File: src/rtl/seq_restoring_divider.sv
// seq_restoring_divider
//   Multi-cycle restoring divider for the calculator datapath. One quotient
//   bit is produced per clock. Operations are unsigned or signed (truncating
//   toward zero), chosen per operation through is_signed.
//
//   Ports:
//     clk        rising-edge clock
//     rst        asynchronous active-high reset
//     in_valid   operands valid           in_ready  can accept (IDLE only)
//     dividend   WIDTH-bit dividend       divisor   WIDTH-bit divisor
//     is_signed  1 = two's-complement operation
//     out_valid  result valid (DONE)      out_ready consumer accepts result
//     quotient   WIDTH-bit quotient       remainder WIDTH-bit remainder
//     error      divide-by-zero flag, valid with out_valid
//     busy       high while in CALC or DONE
module seq_restoring_divider #(
  parameter int WIDTH     = 8,
  parameter bit SIGNED_EN = 1'b1
) (
  input  logic             clk,
  input  logic             rst,
  input  logic             in_valid,
  output logic             in_ready,
  input  logic [WIDTH-1:0] dividend,
  input  logic [WIDTH-1:0] divisor,
  input  logic             is_signed,
  output logic             out_valid,
  input  logic             out_ready,
  output logic [WIDTH-1:0] quotient,
  output logic [WIDTH-1:0] remainder,
  output logic             error,
  output logic             busy
);

  localparam logic [1:0] IDLE = 2'd0;
  localparam logic [1:0] CALC = 2'd1;
  localparam logic [1:0] DONE = 2'd2;

  localparam int CW = (WIDTH > 2) ? $clog2(WIDTH) : 1;
  localparam logic [WIDTH-1:0] ONE = WIDTH'(1);

  logic [1:0]       state_reg;
  logic [CW-1:0]    count_reg;
  logic [WIDTH-1:0] prem_reg;     // partial remainder
  logic [WIDTH-1:0] shreg_reg;    // dividend bits out, quotient bits in
  logic [WIDTH-1:0] dvsr_reg;     // |divisor|
  logic             neg_q_reg;
  logic             neg_r_reg;
  logic [WIDTH-1:0] quotient_reg;
  logic [WIDTH-1:0] remainder_reg;
  logic             error_reg;

  // Operand magnitudes. The most negative value negates to itself, which is
  // exactly its magnitude when read as unsigned.
  logic             signed_op;
  logic             dvd_neg;
  logic             dvs_neg;
  logic [WIDTH-1:0] dvd_mag;
  logic [WIDTH-1:0] dvs_mag;

  assign signed_op = SIGNED_EN ? is_signed : 1'b0;
  assign dvd_neg   = signed_op & dividend[WIDTH-1];
  assign dvs_neg   = signed_op & divisor[WIDTH-1];
  assign dvd_mag   = dvd_neg ? (~dividend + ONE) : dividend;
  assign dvs_mag   = dvs_neg ? (~divisor + ONE) : divisor;

  // One restoring iteration. The shifted remainder is WIDTH+1 bits wide; if
  // its top bit is set it is already at least 2^WIDTH and therefore larger
  // than any divisor, so the subtraction always succeeds and the low WIDTH
  // bits of the short subtraction are still the correct new remainder.
  logic             prem_top;
  logic [WIDTH-1:0] prem_sh;
  logic [WIDTH:0]   trial;
  logic             qbit;
  logic [WIDTH-1:0] prem_new;
  logic [WIDTH-1:0] shreg_new;
  logic [WIDTH-1:0] q_fix;
  logic [WIDTH-1:0] r_fix;

  assign prem_top  = prem_reg[WIDTH-1];
  assign prem_sh   = {prem_reg[WIDTH-2:0], shreg_reg[WIDTH-1]};
  assign trial     = {1'b0, prem_sh} - {1'b0, dvsr_reg};
  assign qbit      = prem_top | ~trial[WIDTH];
  assign prem_new  = qbit ? trial[WIDTH-1:0] : prem_sh;
  assign shreg_new = {shreg_reg[WIDTH-2:0], qbit};
  assign q_fix     = neg_q_reg ? (~shreg_new + ONE) : shreg_new;
  assign r_fix     = neg_r_reg ? (~prem_new + ONE) : prem_new;

  always_ff @(posedge clk or posedge rst) begin
    if (rst) begin
      state_reg     <= IDLE;
      count_reg     <= '0;
      prem_reg      <= '0;
      shreg_reg     <= '0;
      dvsr_reg      <= '0;
      neg_q_reg     <= 1'b0;
      neg_r_reg     <= 1'b0;
      quotient_reg  <= '0;
      remainder_reg <= '0;
      error_reg     <= 1'b0;
    end else begin
      case (state_reg)
        IDLE: begin
          if (in_valid) begin
            neg_q_reg <= dvd_neg ^ dvs_neg;
            neg_r_reg <= dvd_neg;
            if (divisor == '0) begin
              quotient_reg  <= '1;
              remainder_reg <= '1;
              error_reg     <= 1'b1;
              state_reg     <= DONE;
            end else begin
              count_reg <= CW'(WIDTH - 1);
              prem_reg  <= '0;
              shreg_reg <= dvd_mag;
              dvsr_reg  <= dvs_mag;
              state_reg <= CALC;
            end
          end
        end
        CALC: begin
          prem_reg  <= prem_new;
          shreg_reg <= shreg_new;
          count_reg <= count_reg - CW'(1);
          if (count_reg == '0) begin
            quotient_reg  <= q_fix;
            remainder_reg <= r_fix;
            error_reg     <= 1'b0;
            state_reg     <= DONE;
          end
        end
        DONE: begin
          if (out_ready) state_reg <= IDLE;
        end
        default: state_reg <= IDLE;
      endcase
    end
  end

  assign in_ready  = (state_reg == IDLE);
  assign out_valid = (state_reg == DONE);
  assign busy      = (state_reg != IDLE);
  assign quotient  = quotient_reg;
  assign remainder = remainder_reg;
  assign error     = error_reg;

endmodule
File: config.mk
export PLATFORM = sky130hd
export DESIGN_NAME = seq_restoring_divider
export DESIGN_NICKNAME = d
export VERILOG_FILES = /design/src/rtl/seq_restoring_divider.sv
export SDC_FILE = /design/constraint.sdc
export NUM_CORES = 1
export LEC_CHECK = 0
export ABC_AREA = 1
export CAP_MARGIN = 20
export CORE_ASPECT_RATIO = 2
export CORE_MARGIN = 1.5
export CORE_UTILIZATION = 45
export CTS_CLUSTER_DIAMETER = 60
export DETAILED_ROUTE_END_ITERATION = 8
export GPL_TIMING_DRIVEN = 0
export PLACE_DENSITY = 0.73
export SYNTH_ARGS = -nofsm -noshare
export SYNTH_HDL_FRONTEND = slang
export SYNTH_SLANG_ARGS = --single-unit
File: constraint.sdc
create_clock -name clk -period 4.3 [get_ports clk]
set_input_delay 1.075 -clock clk [delete_from_list [all_inputs] [get_ports clk]]
set_output_delay 1.075 -clock clk [all_outputs]
set_load 0.01 [all_outputs]
==> results.md <==
* Sequential group share of total power at 21.5%
* Port Buffers at 40
* CTS Buf Count at 5
* Max-cap violations at 0
* DP Area at 3770 um2
* Overflow after GRT at 0
* CTS tree: built
* Fin area at 3930 um2
* Syn-to-layout area delta at 21.2%
* Adder-cell share of the synthesized area at 6.03%
* Final Skew at 0.00702 ns
* Largest net degree at the start of global routing at 40
* CP cell instances: clkdlybuf4s50_1, inv_1, ha_1, nand3_1, or3_1, o21ai_2, buf_2, a22oi_1
* Simple-gate share of the synthesized area at 29.6%
* Max Freq at 349 MHz
* RSZ-0062 raised after global routing: false
* CP startpoint kind: input pin
* Mean post-synth cell area at 7.69 um2
* Total of warnings raised by yosys at 0
* H-tree Lvls at 2
* Endpoint class of the critical path: register
* # diodes at 0
* Netlist cell types at 41
* Synth Area in Compound Gates at 14.3%
* Drt initial violations at 116
* Seq/Total Area, Yosys at 37.1%
* # Post-CTS Setup Buffers at 0
* Top Family by Delay on Critical Path: buffers and inverters
* XOR/XNOR Fraction of Synth Area at 1.89%
* CTS resizes at 0
* Skew-Pair Late Insertion Delay at 0.30 ns
* Initial antenna violation count at 0
* Share of cells above drive strength 1 at 10.9%
* Vias in the first global route at 2,932
* Clk sinks at 48
* Min cycle time layout at 2.87 ns
* Die Ht at 123 um
* Vias/cell at 5.26
* Least-Margin Pin Slew at 0.531 ns
* GPL Wtd Cong at 0.905
* Status: finished, final reports clean
* CP max stage cell: clkdlybuf4s50_1
* Final Hold Vio Count at 0
* Slowest stage delay, CP at 0.43 ns
* DRT Pass-1 Iters at 4
* Multi-input combinational cell area at 1680 um2
* CP Buf/Inv Count at 3
* Die area at 7750 um2
* Multiplexer share of the synthesized area at 0%
* Layout filler cell count at 634
* Leakage at 1.88 nW
* Storage cell area at 1200 um2
* Clock Power Share at 11.1%
* Setup TNS Final at 0 ns
* Syn Nets at 457
* Worst vdd ir at 0.484 mV
* Worst path required time at 4.47 ns
* Global-route wire length before repair at 13,200 um
* CTS root buffer: clkbuf_16
* Routed vias at 2,946
* Logic gate share of total power at 67.4%
* Mapped cell area at 3240 um2
* Internal at 1.86 mW
* Slew headroom at 64.6%
* Final setup viols at 0
* Final period utilization at 66.7%
* Fin nets at 505
* I/O pins at 41
* Synthesis-stage register bit count at 48
* PwrDens at 940 nW/um2
* Core Area at 6940 um2
* Chip Width at 63.0 um
* Max-slew violation count at 0
* Worst Path Max Fanout at 10
* Clock-pin transition on the worst setup and hold timing paths at 0.07 ns
* Switching power at 1.83 mW
* Hold Buf Count CTS at 0
* Switch share at 49.6%
* WL/cell at 14.0 um
* Worst endpoint data arrival time at 3.04 ns
* Largest family of logic cells by synthesized area: simple AND/OR/NAND/NOR gates
* Final wirelength at 7820 um
* # rows at 43
* Clock buffer depth at 2
* Post-route DRC at 0
* Worst hold path type: register to register
* Total Routing Usage GR at 22.0%
* Final core occ at 56.6%
* Routed Antenna Nets at 0
* Kind of critical path: input pin to register
* Dpl hpwl at 6230 um
* Synth Instances at 421
* Initial Util at 46.7%
[layout by cell type, fill, tap and decap left out, types with 5 or more instances in the layout]
cell             instances
inv_1                   68
a31oi_1                  7
ha_1                    14
clkdlybuf4s50_1         40
a21oi_1                 13
nand2_4                 13
o21ai_0                 28
o21ai_1                  9
nor2_1                  30
nand2_2                  9
nand2_1                 79
o211ai_1                 6
nand3_1                 32
o22ai_1                  6
clkbuf_16                5
dfrtp_1                 48
nor3_1                   6
[power by group through the flow]
| stage | logic (mW) | registers [mW] | clock network (mW) |
|---|---|---|---|
| floorplan | 1.84 | 0.797 | 0 |
| detailed placement | 2.49 | 0.799 | 0 |
| CTS | 2.50 | 0.792 | 0.417 |
| finish | 2.49 | 0.792 | 0.411 |
| global placement | 2.43 | 0.794 | 0 |
| global route | 2.80 | 0.815 | 0.435 |
[Yosys cell counts (all sizes together)]
library cell,n,area (um2)
nand3,36,215
nand4,3,18.8
or3,1,6.26
o21ai,38,194
clkinv,2,12.5
o21a,1,7.51
a21o,1,7.51
inv,72,270
nor3,6,30.0
buf,6,62.6
o221ai,1,8.76
clkbuf,4,15.0
or2,2,12.5
nand2,101,499
o22ai,6,37.5
dfrtp,48,1200
nor2,32,135
nor4,2,12.5
nand3b,4,30.0
a21oi,13,65.1
o21bai,1,7.51
a31oi,7,43.8
o211ai,6,45.0
xnor2,3,26.3
xor2,4,35.0
ha,14,175
fa,1,20.0
o31ai,2,15.0
a22oi,4,30.0
[worst min-delay path, delay by kind of cell (launching register included)]
family           cells  cell delay (ns)
DFF                  1             0.34
and+or+nand+nor      2             0.11
[final timing paths]
| path | start | cells after the start | endpoint | slack, ns |
|---|---|---|---|---|
| max | divisor[0] | 8 | shreg_reg[4]$_DFFE_PP0P_ | 1.43 |
| min | quotient[3]$_DFFE_PP0P_ | 2 | quotient[3]$_DFFE_PP0P_ | 0.48 |
| max reg2reg | shreg_reg[7]$_DFFE_PP0P_ | 18 | quotient[6]$_DFFE_PP0P_ | 1.61 |
| min reg2reg | quotient[3]$_DFFE_PP0P_ | 2 | quotient[3]$_DFFE_PP0P_ | 0.48 |
| max in group asynchronous | rst | 3 | quotient[6]$_DFFE_PP0P_ | 2.81 |
| min in group asynchronous | rst | 2 | count_reg[0]$_DFFE_PP0P_ | 1.02 |
[through the flow]
step           worst slack (ns)  hold slack (ns)  instances  total power [mW]
2_1_floorplan              1.89            0.453        421              2.64
3_3_place_gp               1.13            0.467        551              3.22
3_5_place_dp               1.13            0.473        552              3.29
4_1_cts                    1.45            0.488        560              3.71
5_1_grt                    1.27            0.518        560              4.05
6_report                   1.43            0.481        560              3.69
[logic make-up after synthesis]
| group | Yosys count |
|---|---|
| and+or+nand+nor | 187 |
| AOI/OAI and AO/OA | 80 |
| buffers and inverters | 84 |
| xor gates and xnor gates | 7 |
| adders and majority gates | 15 |
| DFF | 48 |
[metal layers]
layer / share of wire [%] / GRT usage [%] / vias up
met3: 2.7 / 2.82 / 28
met2: 56 / 40.9 / 63
met4: 5.7 / 15.1 / 0
met5: 0 / 0 / -
met1: 36 / 22.4 / 1384
li1: - / - / 1471
[cell type report]
cell class	count	share of cell area [%]
Clock inverter	2	0.382
Buffer	10	1.98
Sequential cell	48	30.6
Tap cell	90	2.87
Multi-Input combinational cell	289	42.7
Inverter	74	7.20
Timing Repair Buffer	41	10.7
Clock buffer	6	3.54
No activity file was read; power rests on OpenSTA's default activity.
